$ cat src/rtl/keypad_scanner.sv
// 4x3 keypad scanner: column drive, row sync/debounce, decode to lock commands.
// Latency: key_valid pulses 1 cycle after the col2 sample of the DEBOUNCE-th agreeing scan.
// Backpressure: none; command pulses are single-cycle and must be taken when issued.
module keypad_scanner #(
  parameter int SCAN_DIV      = 1000,
  parameter int DEBOUNCE      = 3,
  parameter int TIMEOUT_SCANS = 2000
) (
  input  logic        clk,
  input  logic        rst,
  input  logic [3:0]  row,
  output logic [2:0]  col,
  output logic        key_valid,
  output logic [3:0]  key_code,
  output logic        arm,
  output logic        unarm,
  output logic        openreq,
  output logic [15:0] keys,
  output logic [2:0]  digit_count
);

  localparam int DIV_W = (SCAN_DIV > 1) ? $clog2(SCAN_DIV) : 1;
  localparam int DB_W  = (DEBOUNCE > 1) ? $clog2(DEBOUNCE + 1) : 1;
  localparam int TMO_W = (TIMEOUT_SCANS > 1) ? $clog2(TIMEOUT_SCANS + 1) : 1;

  localparam logic [3:0] CODE_HASH = 4'hB;
  localparam logic [3:0] CODE_STAR = 4'hC;

  typedef enum logic [1:0] {IDLE, PRESS_PEND, HELD, REL_PEND} state_t;

  // Synchronizer and scan sequencing
  logic [3:0]       row_s1_q, row_s2_q;
  logic [DIV_W-1:0] div_q, div_d;
  logic [2:0]       col_q, col_d;
  logic [3:0]       samp0_q, samp1_q;
  logic             last_dwell, scan_end;

  // Debounce FSM
  state_t           state_q, state_d;
  logic [DB_W-1:0]  cnt_q, cnt_d;
  logic [3:0]       cand_q, cand_d;
  logic             accept;

  // Scan classification
  logic [2:0][3:0]  pat;
  logic [3:0]       n_hits;
  logic [1:0]       hit_r, hit_c;
  logic             is_none, is_single;
  logic [3:0]       code_w;

  // Code entry and outputs
  logic             key_valid_q, key_valid_d;
  logic             arm_q, arm_d, unarm_q, unarm_d, openreq_q, openreq_d;
  logic [3:0]       key_code_q, key_code_d;
  logic [15:0]      keys_q, keys_d;
  logic [11:0]      part_q, part_d;
  logic [2:0]       dc_q, dc_d;
  logic [TMO_W-1:0] tmo_q, tmo_d;

  // Keypad position to lock code; row 0 carries #, 0 and *.
  function automatic logic [3:0] key_to_code(input logic [1:0] r, input logic [1:0] c);
    logic [3:0] v;
    if (r == 2'd0) begin
      case (c)
        2'd0:    v = CODE_HASH;
        2'd1:    v = 4'hA;
        default: v = CODE_STAR;
      endcase
    end else begin
      v = 4'd1 + 4'd3 * (4'd3 - {2'b00, r}) + (4'd2 - {2'b00, c});
    end
    return v;
  endfunction

  assign last_dwell = (div_q == DIV_W'(SCAN_DIV - 1));
  assign scan_end   = last_dwell & col_q[2];
  // col2 is evaluated straight from the synchronizer on its sample cycle
  assign pat        = {row_s2_q, samp1_q, samp0_q};

  // Dwell counter and one-hot column rotation
  always_comb begin
    div_d = div_q + DIV_W'(1);
    col_d = col_q;
    if (last_dwell) begin
      div_d = '0;
      col_d = {col_q[1:0], col_q[2]};
    end
  end

  // Classify the full 4x3 snapshot as NONE / SINGLE / MULTI
  always_comb begin
    n_hits = '0;
    hit_r  = '0;
    hit_c  = '0;
    for (int c = 0; c < 3; c++) begin
      for (int r = 0; r < 4; r++) begin
        if (pat[c][r]) begin
          n_hits = n_hits + 4'd1;
          hit_r  = 2'(r);
          hit_c  = 2'(c);
        end
      end
    end
    is_none   = (n_hits == 4'd0);
    is_single = (n_hits == 4'd1);
    code_w    = key_to_code(hit_r, hit_c);
  end

  // Debounce next-state: advances only on scan boundaries, no auto-repeat
  always_comb begin
    state_d = state_q;
    cnt_d   = cnt_q;
    cand_d  = cand_q;
    accept  = 1'b0;
    if (scan_end) begin
      case (state_q)
        IDLE: begin
          if (is_single) begin
            cand_d = code_w;
            cnt_d  = DB_W'(1);
            if (DEBOUNCE == 1) begin
              accept  = 1'b1;
              state_d = HELD;
            end else begin
              state_d = PRESS_PEND;
            end
          end
        end
        PRESS_PEND: begin
          if (is_single && code_w == cand_q) begin
            cnt_d = cnt_q + DB_W'(1);
            if (cnt_q + DB_W'(1) == DB_W'(DEBOUNCE)) begin
              accept  = 1'b1;
              state_d = HELD;
            end
          end else if (is_single) begin
            cand_d = code_w;
            cnt_d  = DB_W'(1);
          end else begin
            state_d = IDLE;
          end
        end
        HELD: begin
          if (is_none) begin
            cnt_d   = DB_W'(1);
            state_d = (DEBOUNCE == 1) ? IDLE : REL_PEND;
          end
        end
        default: begin
          if (is_none) begin
            cnt_d = cnt_q + DB_W'(1);
            if (cnt_q + DB_W'(1) == DB_W'(DEBOUNCE)) state_d = IDLE;
          end else begin
            state_d = HELD;
          end
        end
      endcase
    end
  end

  // Accept actions, code assembly and partial-entry timeout
  always_comb begin
    key_valid_d = accept;
    arm_d       = 1'b0;
    unarm_d     = 1'b0;
    openreq_d   = 1'b0;
    key_code_d  = key_code_q;
    keys_d      = keys_q;
    part_d      = part_q;
    dc_d        = dc_q;
    tmo_d       = tmo_q;
    if (accept) begin
      key_code_d = code_w;
      tmo_d      = '0;
      if (code_w == CODE_HASH) begin
        arm_d  = 1'b1;
        dc_d   = '0;
        part_d = '0;
      end else if (code_w == CODE_STAR) begin
        unarm_d = 1'b1;
        dc_d    = '0;
        part_d  = '0;
      end else if (dc_q == 3'd3) begin
        keys_d    = {part_q, code_w};
        openreq_d = 1'b1;
        dc_d      = '0;
        part_d    = '0;
      end else begin
        part_d = {part_q[7:0], code_w};
        dc_d   = dc_q + 3'd1;
      end
    end else if (scan_end) begin
      if (TIMEOUT_SCANS != 0 && dc_q != 3'd0) begin
        if (tmo_q + TMO_W'(1) == TMO_W'(TIMEOUT_SCANS)) begin
          tmo_d  = '0;
          dc_d   = '0;
          part_d = '0;
        end else begin
          tmo_d = tmo_q + TMO_W'(1);
        end
      end else begin
        tmo_d = '0;
      end
    end
  end

  // State registers; reset wins over any accept in the same cycle
  always_ff @(posedge clk) begin
    if (rst) begin
      row_s1_q    <= '0;
      row_s2_q    <= '0;
      div_q       <= '0;
      col_q       <= 3'b001;
      samp0_q     <= '0;
      samp1_q     <= '0;
      state_q     <= IDLE;
      cnt_q       <= '0;
      cand_q      <= '0;
      key_valid_q <= 1'b0;
      arm_q       <= 1'b0;
      unarm_q     <= 1'b0;
      openreq_q   <= 1'b0;
      key_code_q  <= '0;
      keys_q      <= '0;
      part_q      <= '0;
      dc_q        <= '0;
      tmo_q       <= '0;
    end else begin
      row_s1_q    <= row;
      row_s2_q    <= row_s1_q;
      div_q       <= div_d;
      col_q       <= col_d;
      if (last_dwell && col_q[0]) samp0_q <= row_s2_q;
      if (last_dwell && col_q[1]) samp1_q <= row_s2_q;
      state_q     <= state_d;
      cnt_q       <= cnt_d;
      cand_q      <= cand_d;
      key_valid_q <= key_valid_d;
      arm_q       <= arm_d;
      unarm_q     <= unarm_d;
      openreq_q   <= openreq_d;
      key_code_q  <= key_code_d;
      keys_q      <= keys_d;
      part_q      <= part_d;
      dc_q        <= dc_d;
      tmo_q       <= tmo_d;
    end
  end

  assign col         = col_q;
  assign key_valid   = key_valid_q;
  assign key_code    = key_code_q;
  assign arm         = arm_q;
  assign unarm       = unarm_q;
  assign openreq     = openreq_q;
  assign keys        = keys_q;
  assign digit_count = dc_q;

endmodule

$ cat config.mk
export PLATFORM = sky130hd
export DESIGN_NAME = keypad_scanner
export DESIGN_NICKNAME = d
export VERILOG_FILES = /design/src/rtl/keypad_scanner.sv
export SDC_FILE = /design/constraint.sdc
export NUM_CORES = 1
export LEC_CHECK = 0
export CORE_AREA = 2 2 123 154
export DETAILED_ROUTE_END_ITERATION = 10
export DIE_AREA = 0 0 125 156
export DONT_BUFFER_PORTS = 1
export SYNTH_ARGS = -nofsm -noshare
export SYNTH_HDL_FRONTEND = slang
export SYNTH_SLANG_ARGS = --single-unit
$ cat constraint.sdc
create_clock -name clk -period 18.8 [get_ports clk]
set_clock_uncertainty 0.15 [all_clocks]
set_input_delay 0.94 -clock clk [delete_from_list [all_inputs] [get_ports clk]]
set_output_delay 0.94 -clock clk [all_outputs]
set_load 0.02 [all_outputs]
Word level (Yosys, flattened, before mapping)
Index checks and enable logic that the tools add are counted.
Storage, ports and cells
  register bits after elaboration: 87
  input bits: 6
  output and inout bits: 30
  logic and storage cells: 154
Cells by class
  $add $sub $neg: 19
  multiply operators: 1
  equal/unequal tests: 17
  muxes and demuxes: 72
  bitwise gates (word level): 4
  reductions and logical operators: 23
Operator list (number)
  $mux W12: 7
  $mux W2: 28
  $mux W4: 14
  $add A4 B1 Y4 const B: 11
  $mux W11: 2
  $mux W3: 7
  $pmux W2 S3: 2
  $add A11 B1 Y11 const B: 1
  $eq A11 B11 Y1 const B: 1
  $add A10 B1 Y10 const B: 1
  $eq A10 B10 Y1 const B: 1
  $mux W1: 10
  $reduce_and A3 Y1: 3
  $eq A4 B4 Y1 const B: 2
  $pmux W4 S2: 1
  $reduce_bool A2 Y1: 4
  $logic_not A2 Y1: 3
  $ne A2 B2 Y1 const B: 3
  $ne A3 B3 Y1 const B: 2
  $pmux W3 S2: 1
  $reduce_and A6 Y1: 1
  $reduce_bool A3 Y1: 2
  $reduce_or A2 Y1: 3
  $sub A2 B2 Y3 const A: 2
  18 further kinds: 24

Longest topological paths before layout
Gate-level depths: netlist (run 1).
  word-level depth: 30
  gate-level depth with buffers: 41
  gate-level depth less buffers: 40

Worst setup path before layout (run 1)
No wires, ideal clock.
  path kind: register to register
  from: reg samp0_q[0]
  to: reg keys_q[11] (netlist: keys[11])
  library setup time: 0.128 ns
  arrival time: 7.361 ns
  data required time: 18.522 ns
  slack: 11.162 ns
  cell stages (with the launch flop): 42
  buffers on the path: 2
  clock period less this slack: 7.638 ns
  path through: dfxtp_1 -> inv_1 -> ha_1 -> xnor2_1 -> inv_1 -> ha_1 -> nor2b_1 -> a31oi_1 -> ha_1 -> nand2_1 -> a21bo_2 -> ha_1 -> nand2_1 -> nand2_1 -> a21oi_1 -> inv_1 -> ha_1 -> nand2_1 -> (+6 left out) -> nor2b_1 -> nor2_1 -> ha_1 -> nand2_1 -> nand2_1 -> ha_1 -> nor2_1 -> a31oi_1 -> ha_1 -> xnor3_1 -> xnor2_1 -> nand3b_1 -> mux2_2 -> nor4_2 -> buf_4 -> buf_8 -> mux2i_1 -> nor2_1
On the way
  cells in the longest elaborated chain, start to end: 29
Ends and longest elaborated chain
  start, declared: RTL line 35  | logic [3:0] samp0_q, samp1_q;
  start signal, assigned: RTL line 233  | if (last_dwell && col_q[0]) samp0_q <= row_s2_q;
  $mux W1 *: RTL line 97  | if (pat[c][r]) begin
  $add A4 B1 Y4: RTL line 98  | n_hits = n_hits + 4'd1;
  $mux W4 *: RTL line 97
  $add A4 B1 Y4: RTL line 98
  $mux W4 *: RTL line 97
  $add A4 B1 Y4: RTL line 98
  $mux W4 *: RTL line 97
  $add A4 B1 Y4: RTL line 98
  (+13 left out)
  $add A4 B1 Y4: RTL line 98
  $mux W4 *: RTL line 97
  $eq A4 B1 Y1 *: RTL line 105  | is_single = (n_hits == 4'd1);
  $logic_and A1 B1 Y1 *: RTL line 130  | if (is_single && code_w == cand_q) begin
  $mux W1 *: RTL line 130
  $mux W1 *: RTL line 116  | case (state_q)
  $mux W1 *: RTL line 115  | if (scan_end) begin
  $reduce_and A4 Y1 (no line) *
  end signal, assigned: RTL line 243  | keys_q <= keys_d;
  end, declared: RTL line 55  | logic [15:0] keys_q, keys_d;
Mark *: on every way between the ends. The rest lies on a longest branch, timed or not.
A chain may end at the register's enable or synchronous reset.

Worst setup path in the final report (run 1)
  from: reg samp0_q[0]
  to: reg dc_q[0] (netlist: digit_count[0])
On the way
  cells in the longest elaborated chain, start to end: 30
  elaborated cells on any way between the ends: 33
  classes of those cells: 11 x add/sub; 1 x eq/ne; 16 x mux; 5 x reduce/logical
Ends and longest elaborated chain
  $mux W1 *: RTL line 97
  $add A4 B1 Y4: RTL line 98
  $mux W4 *: RTL line 97
  $add A4 B1 Y4: RTL line 98
  $mux W4 *: RTL line 97
  $add A4 B1 Y4: RTL line 98
  $mux W4 *: RTL line 97
  $add A4 B1 Y4: RTL line 98
  (+14 left out)
  $mux W4 *: RTL line 97
  $eq A4 B1 Y1 *: RTL line 105
  $logic_and A1 B1 Y1 *: RTL line 130
  $mux W1 *: RTL line 130
  $mux W1 *: RTL line 116
  $mux W1 *: RTL line 115
  $reduce_bool A2 Y1 (no line)
  $reduce_and A3 Y1 (no line)
  end signal, assigned: RTL line 226  | dc_q <= '0;
  end signal, assigned: RTL line 245  | dc_q <= dc_d;
  end, declared: RTL line 57  | logic [2:0] dc_q, dc_d;
Marks and branches as above.

==> flow_summary.yaml, run 1 <==
synth:
  synth_edf_count: 0
  synth_fp_nets: 614
  synth_top_cell_area_share: 0.350
  synth.largest_area_cell: "dfxtp_1"
  yosysWarnings: 0
  synth-main-ff-cell: "dfxtp_1"
  syn_inst: 578
  synth_cell_type_count: 71
  synth_commonest_cells: "dfxtp_1, nor2_1, nand2_1"
  async_flop_share: 0
  avgSynthCellArea_um2: 8.60
  synthesis.area_um2: 4970
  seq_area_frac_synth: 0.350
  synth-seq-cells: 87
  synth.area.top_cells: "dfxtp_1, ha_1, nor2_1"
  yosys.cell_count.top_type: "dfxtp_1"
pwr:
  swShare: 0.230
  cellPowerDensity_nw_per_um2: 74.7
  p_leak_nw: 2.03
  p_sw_w: 0.0000941
  pwr-share-comb: 0.066
  seqPwrFrac: 0.457
  p_int_w: 0.000315
  max-vdd-ir-drop_uv: 51.3
  clkPwrFrac: 0.477
setup_path:
  critPathMaxStageDelay_ns: 0.83
  cpMostUsedCell: "ha_1"
  critPathSlowestCell: "nor3_2"
  critical_path_arrival_ns: 9.09
  critPathMaxFanout: 16
  start_kind: "flop"
  critPathRequiredTime_ns: 18.90
  setup.worst_path.end_class: "flop"
  path_class: "reg2reg"
clock_tree:
  hold_buffers: 0
  clk_latency_ns: 0.33
  cts_setup_buffers: 0
  cts_max_path_buffers: 2
  clkTransAtPathRegs_ns: 0.07
  ctsResizeCount: 0
  cts_tree: "done"
  cts-buffers-inserted: 9
  clock-sinks: 87
  h-tree-depth: 3
  cts-root-buf: "clkbuf_16"
floorplanning:
  dieHeight_um: 156
  fp-row-count: 55
  die_x_um: 125
  initial_utilization: 0.276
  ios: 36
  core_um2: 18000
  die_area_um2: 19500
final_layout:
  fin_nets: 601
  syn_to_final_growth_pct: 10.2
  num_antenna_cells: 0
  nFillCells: 1958
  seq_area_um2: 1740
  drive_gt1_frac: 0.0579
  multi_input_area_um2: 2940
detailed_routing:
  drt_iter0_drc: 128
  wirelength_mm: 10.5
  wl_met1_mm: 4.62
  wl_met2_mm: 5.21
  vias: 3847
  ant_nets: 0
  route.detailed.drc: 0
  top_layer_used: "met4"
  viasPerCell: 4.82
  dr.pass1.iters: 4
  dr_wl_met3_um: 500
  wl_per_cell_um: 13.2
job:
  maxCapViolCount: 0
placement:
  routabilityCongestion: 0.780
  io_buffers: 0
  dp_hpwl_mm: 7.67
global_route:
  track_usage: 0.108
  grt_pass1_wl_mm: 17.6
  gr-total-overflow: 0
  grt_max_degree: 53
  antenna_found_initial: 0
  grt_pass1_vias: 3658
sta:
  slew_violations: 0
  period_needed_ns: 8.98
  max_slew_margin: 0.386
  finalSetupViolCount: 0
  tightest_slew_ns: 0.916
  setup_tns_ns: 0
  finalCritPeriodShare: 0.478
  final-hold-violation-count: 0
  fin_hold_ws_ns: 0.288
  rsz0062_at_grt: "false"
  fmax_mhz: 111
min_path:
  hold_path.class: "reg2reg"
outcome:
  status: "completed"
## per-stage QoR
| stage | area (µm²) | util | power [W] | setup slack (ns) | instances |
|---|---|---|---|---|---|
| floorplan | 4970 | - | 0.000214 | 11.16 | 578 |
| global placement | 5150 | 0.286 | 0.000218 | 9.99 | 782 |
| detailed placement | 5150 | 0.286 | 0.000218 | 9.82 | 782 |
| CTS | 5480 | 0.304 | 0.000416 | 9.78 | 798 |
| global route | 5480 | 0.304 | 0.000426 | 9.03 | 798 |
| finish | 5480 | 0.304 | 0.000409 | 9.82 | 798 |
## sequential cells by signal (all words and copies together) (netlist names), 2 cells and up
register / count
row_s1_q: 4
samp1_q: 4
part_q: 12
div_q: 10
col: 3
state_q: 2
tmo_q: 11
digit_count: 3
cnt_q: 2
row_s2_q: 4
cand_q: 4
samp0_q: 4
keys: 16
key_code: 4
## routing by layer
layer,up-vias,track usage
li1,1973,-
met2,61,0.193
met4,0,0.0365
met5,-,0
met1,1797,0.125
met3,16,0.0281
## cell type report
class                           instances  area share
Tap cell                              228      0.0521
Inverter                               42      0.0288
Sequential cell                        87       0.318
Multi-Input combinational cell        422       0.537
Clock inverter                          6      0.0183
Clock buffer                           10      0.0418
Timing Repair Buffer                    3     0.00411
## path summary, 6_finish.rpt
kind	end	slack [ns]	cells after the start	startpoint
worst max register to register	digit_count[0]	9.82	37	samp0_q[0]
worst min-delay path	row_s2_q[0]	0.29	1	row_s1_q[0]
worst min register to register	row_s2_q[0]	0.29	1	row_s1_q[0]
worst max-delay path	digit_count[0]	9.82	37	samp0_q[0]
## power by group through the flow
stage               registers, W  clock network (W)  logic [W]
global route            0.000187           0.000208  0.0000310
floorplan               0.000190                  0  0.0000233
detailed placement      0.000191                  0  0.0000271
CTS                     0.000187           0.000201  0.0000272
finish                  0.000187           0.000195  0.0000271
global placement        0.000191                  0  0.0000269
## kinds of logic after synthesis
kind of cell             synth area share
AND/OR/NAND/NOR                     0.217
AO/OA/AOI/OAI                       0.136
flip-flops                          0.350
buffers and inverters              0.0594
XOR/XNOR                            0.110
adder cells (fa/ha/maj)            0.0786
multiplexers                       0.0493
## worst max-delay path: cells and delay by family, from the launching register on
family / cells / cell delay [ns]
simple gates: 14 / 2.74
fa+ha+maj: 9 / 2.54
xor+xnor: 4 / 1.63
compound gates: 7 / 1.30
flops: 1 / 0.35
buf+inv: 3 / 0.19
## cell usage in the layout, fill, tap and decap left out, types with 12 or more instances in the layout
master / n
dfxtp_1: 87
nor2_1: 74
nand2_1: 50
inv_1: 42
a21oi_1: 35
ha_1: 28
xnor2_1: 23
nand3_1: 22
mux2i_1: 20
o21ai_0: 18
nor2b_1: 12
No activity file was read; power rests on OpenSTA's default activity.
==> run 2: changes to the inputs <==
==> constraint.sdc (replaced) <==
create_clock -name clk -period 8.5 [get_ports clk]
set_clock_uncertainty 0.15 [all_clocks]
set_input_delay 0.425 -clock clk [delete_from_list [all_inputs] [get_ports clk]]
set_output_delay 0.425 -clock clk [all_outputs]
set_load 0.02 [all_outputs]
==> flow_summary.yaml, run 2 (synthesized netlist as in run 1, its figures left out) <==
clock_tree:
  clk_latency_ns: 0.34
  h-tree-depth: 3
  cts_max_path_buffers: 2
  clkTransAtPathRegs_ns: 0.06
  clock-sinks: 87
  cts-buffers-inserted: 9
  cts_tree: "done"
  cts-root-buf: "clkbuf_16"
min_path:
  min_from: "rst"
  hold_path.class: "in2reg"
  hold_path_depth: 1
  whs_endpoint: "samp0_q[1]"
global_route:
  grt_pass1_wl_mm: 18.9
  antenna_found_initial: 0
  gr-total-overflow: 0
  grt_pass1_vias: 3805
  grt_max_degree: 32
  track_usage: 0.117
sta:
  final-hold-violation-count: 0
  finalSetupViolCount: 0
  setup_ws_ns: 0.460
  period_needed_ns: 8.04
  fmax_mhz: 124
  tightest_slew_ns: 0.779
  setup_tns_ns: 0
  slew_violations: 0
  max_slew_margin: 0.480
  finalCritPeriodShare: 0.946
setup_path:
  setup.worst_path.end_class: "flop"
  critPathRequiredTime_ns: 8.58
  path_class: "reg2reg"
  r2r-start: "samp0_q[0]"
  critPathMaxFanout: 5
  r2r_slack_ns: 0.46
  rr_worst_depth: 40
  start_kind: "flop"
  critPathSlowestCell: "xnor3_1"
  cpMostUsedCell: "ha_1"
  critical_path_arrival_ns: 8.12
  critPathMaxStageDelay_ns: 0.43
  r2r-end: "state_q[0]"
final_layout:
  final_cell_mix: "dfxtp_1, nor2_1, nand2_1"
  fin_nets: 618
  design_area_um2: 5650
  drive_gt1_frac: 0.0937
  num_antenna_cells: 0
  largest_register_ffs: 16
  layout_commonest_cell: "dfxtp_1"
  syn_to_final_growth_pct: 13.7
detailed_routing:
  wl_per_cell_um: 13.9
  drt_iter0_drc: 128
  route.detailed.drc: 0
  wirelength_mm: 11.3
  ant_nets: 0
  dr.pass1.iters: 4
  viasPerCell: 4.79
  vias: 3905
pwr:
  max-vdd-ir-drop_uv: 94.2
  cellPowerDensity_nw_per_um2: 152
  p_leak_nw: 2.10
outcome:
  status: "completed"
placement:
  dp_hpwl_mm: 7.65
  pre_cts_ws_ns: 0.127
  routabilityCongestion: 0.793
  io_buffers: 0
  dpl_cell_area_um2: 5180
floorplanning:
  die_x_um: 125
  fp-row-count: 55
  core_um2: 18000
  initial_utilization: 0.276
  ios: 36
  die_area_um2: 19500
  dieHeight_um: 156
job:
  maxCapViolCount: 0
==> run 2: repair_timing <==
item	CTS	global route
endpoints found under the setup margin	0	58
hold endpoints to repair	10	4
gates resized for setup	0	13
hold buffers	4	2
setup buffers	0	7
==> run 2: metal layers <==
layer / vias to the layer above / wire [µm] / GRT usage
met4: 0 / 276 / 0.0497
met2: 48 / 5540 / 0.205
met5: - / 0 / 0
met1: 1830 / 4980 / 0.138
met3: 18 / 511 / 0.0240
li1: 2009 / - / -
==> run 2: worst max path at each step <==
stage | startpoint | end | cells after the start | slack [ns]
CTS | samp0_q[0] | part_q[8] | 38 | 0.06
finish | samp0_q[0] | state_q[0] | 40 | 0.46
global route | samp0_q[0] | state_q[0] | 40 | -0.03
global placement | samp0_q[0] | digit_count[0] | 38 | 0.20
floorplan | samp0_q[0] | keys[11] | 41 | 0.86
detailed placement | samp0_q[0] | part_q[2] | 38 | 0.13
==> run 2: critical path: cells and delay by family (launching register included) <==
family                   cells  cell delay [ns]
multiplexers                 2             0.68
adder cells (fa/ha/maj)     10             2.82
AND/OR/NAND/NOR             14             1.75
XOR/XNOR                     3             0.79
buffers and inverters        3             0.18
flip-flops                   1             0.35
AO/OA/AOI/OAI                8             1.21
==> run 2: metrics by stage <==
stage / utilization / total power (W) / std cells / hold slack [ns]
2_1_floorplan: - / 0.000472 / 578 / 0.264
4_1_cts: 0.305 / 0.000864 / 805 / 0.00129
3_5_place_dp: 0.288 / 0.000483 / 785 / 0.277
5_1_grt: 0.314 / 0.000895 / 815 / 0.00367
6_report: 0.314 / 0.000859 / 815 / 0.00903
3_3_place_gp: 0.288 / 0.000483 / 785 / 0.279
==> run 2: final cells by class <==
type | instances | area [µm²]
Fill cell | 1946 | 12400
Multi-Input combinational cell | 423 | 3020
Sequential cell | 87 | 1740
Tap cell | 228 | 285
Clock buffer | 9 | 225
Timing Repair Buffer | 19 | 170
Inverter | 42 | 158
Clock inverter | 7 | 56.3
==> run 2: where the power goes <==
part / switching [W] / leakage [nW] / internal, W
combinational: 0.0000433 / 1.26 / 0.0000283
clock: 0.000172 / 0.142 / 0.000202
sequential: 0.00000336 / 0.703 / 0.000410
==> run 3: changes to the inputs <==
--- a/config.mk
+++ b/config.mk
@@ -5,10 +5,14 @@
 export SDC_FILE = /design/constraint.sdc
 export NUM_CORES = 1
 export LEC_CHECK = 0
-export CORE_AREA = 2 2 123 154
+export ABC_AREA = 1
+export CELL_PAD_IN_SITES_DETAIL_PLACEMENT = 0
+export CELL_PAD_IN_SITES_GLOBAL_PLACEMENT = 2
+export CORE_AREA = 2 2 127 160
 export DETAILED_ROUTE_END_ITERATION = 10
-export DIE_AREA = 0 0 125 156
+export DIE_AREA = 0 0 129 162
 export DONT_BUFFER_PORTS = 1
+export PLACE_DENSITY_LB_ADDON = 0.1
 export SYNTH_ARGS = -nofsm -noshare
 export SYNTH_HDL_FRONTEND = slang
 export SYNTH_SLANG_ARGS = --single-unit
==> flow_summary.yaml, run 3 <==
synth:
  post_synth_fa_ha_maj_area_fraction: 0.0728
  avgSynthCellArea_um2: 6.87
  synth_top_family_by_area: "simple AND/OR/NAND/NOR gates"
  synth_fp_nets: 816
  synth.area.top_cells: "dfxtp_1, nand2_1, inv_1"
  synth-compound-area-share: 0.0824
  synthesis.area_um2: 5360
  synthXorXnorAreaFrac: 0.0276
  async_flop_share: 0
  synth_top_cell_area_share: 0.325
  synth-simple-area-share: 0.386
  seq_area_frac_synth: 0.325
  synth.largest_area_cell: "dfxtp_1"
  synth_commonest_cells: "nand2_1, inv_1, nor2_1"
  synth_cell_type_count: 44
  synth-seq-cells: 87
  synth_mux_area_frac: 0
  yosysWarnings: 0
  synth_edf_count: 0
  yosys.cell_count.top_type: "nand2_1"
  syn_inst: 780
  synth-main-ff-cell: "dfxtp_1"
floorplanning:
  fp-row-count: 57
  initial_utilization: 0.277
  die_x_um: 129
  core_um2: 19300
  die_area_um2: 20900
  ios: 36
  dieHeight_um: 162
outcome:
  status: "completed"
detailed_routing:
  viasPerCell: 4.46
  vias: 4674
  route.detailed.drc: 0
  wirelength_mm: 13.7
  wl_per_cell_um: 13.1
  dr.pass1.iters: 4
  drt_iter0_drc: 183
  ant_nets: 0
sta:
  final-hold-violation-count: 0
  slew_violations: 0
  finalSetupViolCount: 0
  fmax_mhz: 135
  finalCritPeriodShare: 0.871
  fin_hold_ws_ns: 0.0171
  period_needed_ns: 7.40
  rsz0062_at_grt: "false"
  tightest_slew_ns: 1.03
  setup_tns_ns: 0
  setup_ws_ns: 1.10
  max_slew_margin: 0.307
placement:
  dp.cells: 1029
  routabilityCongestion: 0.780
  io_buffers: 0
  pre_cts_ws_ns: 1.08
  dp_hpwl_mm: 10.2
job:
  maxCapViolCount: 0
clock_tree:
  clkTransAtPathRegs_ns: 0.06
  cts-buffers-inserted: 9
  clock-sinks: 87
  cts-root-buf: "clkbuf_16"
  clk_latency_ns: 0.33
  cts_tree: "done"
  h-tree-depth: 3
  cts_max_path_buffers: 2
  ctsResizeCount: 0
setup_path:
  critPathSlowestCell: "nand4_4"
  setup.worst_path.end_class: "flop"
  path_class: "reg2reg"
  start_kind: "flop"
  critical_path_arrival_ns: 7.48
  critPathRequiredTime_ns: 8.58
  cpMostUsedCell: "nand2_1"
  critPathMaxStageDelay_ns: 0.42
  critPathMaxFanout: 31
global_route:
  grt_pass1_vias: 4672
  antenna_found_initial: 0
  track_usage: 0.138
  grt_max_degree: 40
  gr-total-overflow: 0
  grt_pass1_wl_mm: 23.5
final_layout:
  num_antenna_cells: 0
  largest_register_ffs: 16
  fin_nets: 813
  syn_to_final_growth_pct: 11.3
  final_cell_mix: "nand2_1, inv_1, nor2_1"
  multi_input_area_um2: 3050
  nFillCells: 2157
  drive_gt1_frac: 0.104
  final_cells: 1047
  seq_area_um2: 1740
  layout_commonest_cell: "nand2_1"
pwr:
  cellPowerDensity_nw_per_um2: 157
  p_leak_nw: 2.86
  max-vdd-ir-drop_uv: 77.0
  total_power_w: 0.000934
min_path:
  hold_path.class: "in2reg"
-- run 3: changes by cell type in the layout (fill, tap and decap cells not counted), moves of 9 or more --
| cell | previous run | this run |
|---|---|---|
| nand2_1 | 50 | 168 |
| inv_1 | 42 | 113 |
| nand3_1 | 21 | 57 |
| nor2_1 | 74 | 107 |
| nand2_2 | 0 | 22 |
| mux2i_1 | 20 | 0 |
| nand3_2 | 0 | 17 |
| nand4_1 | 4 | 17 |
| nor2b_1 | 11 | 0 |
| xnor2_1 | 21 | 10 |
| o2bb2ai_1 | 10 | 0 |
| buf_4 | 12 | 3 |
-- run 3: repair_timing --
action / 4_1_cts / 5_1_grt
hold endpoints to repair: 15 / 0
hold buffers: 2 / 0
setup buffers: 0 / 0
-- run 3: routing by layer --
metal	vias up	track usage	share of wire
li1	2479	-	-
met1	2123	0.175	0.46
met2	62	0.246	0.51
met3	10	0.0175	0.026
met4	0	0.0400	0.011
met5	-	0	0
-- run 3: kinds of logic (layout without fill, tap and decap cells) --
logic type,Yosys count,count (layout)
AND/OR/NAND/NOR,426,426
buffers and inverters,142,144
AO/OA/AOI/OAI,79,79
adder cells (fa/ha/maj),30,30
flip-flops,87,87
XOR/XNOR,16,16
-- run 3: area by class of cell --
class	count	share of cell area
multi-input combinational	551	0.511
sequential	87	0.292
inverter	123	0.0774
tap	265	0.0556
clock buffer	10	0.0384
clock inverter	6	0.0183
timing repair buffer	5	0.00714
-- run 3: critical path, delay by kind of cell, from the launching register on --
kind	cells	cell delay, ns
and+or+nand+nor	25	3.59
adders and majority gates	10	2.73
buffers and inverters	6	0.36
DFF	1	0.33
AOI/OAI and AO/OA	1	0.08
-- run 3: path summary, 6_finish.rpt --
kind | startpoint | slack [ns] | depth (start not counted) | to
worst min register to register | row_s1_q[1] | 0.26 | 2 | row_s2_q[1]
worst min-delay path | rst | 0.02 | 1 | row_s2_q[1]
worst max register to register | samp0_q[0] | 1.10 | 42 | keys[12]
worst max-delay path | samp0_q[0] | 1.10 | 42 | keys[12]
-- run 3: power by group --
part / switching [W] / total (W) / internal, W
logic: 0.0000511 / 0.0000712 / 0.0000201
clock network: 0.000163 / 0.000450 / 0.000287
registers: 0.00000272 / 0.000413 / 0.000411
-- run 3: per-stage QoR --
| stage | util | instance area [µm²] |
|---|---|---|
| after floorplan | - | 5360 |
| after global placement | 0.290 | 5600 |
| after detailed placement | 0.290 | 5600 |
| after CTS | 0.308 | 5960 |
| after global routing | 0.308 | 5960 |
| final | 0.308 | 5960 |
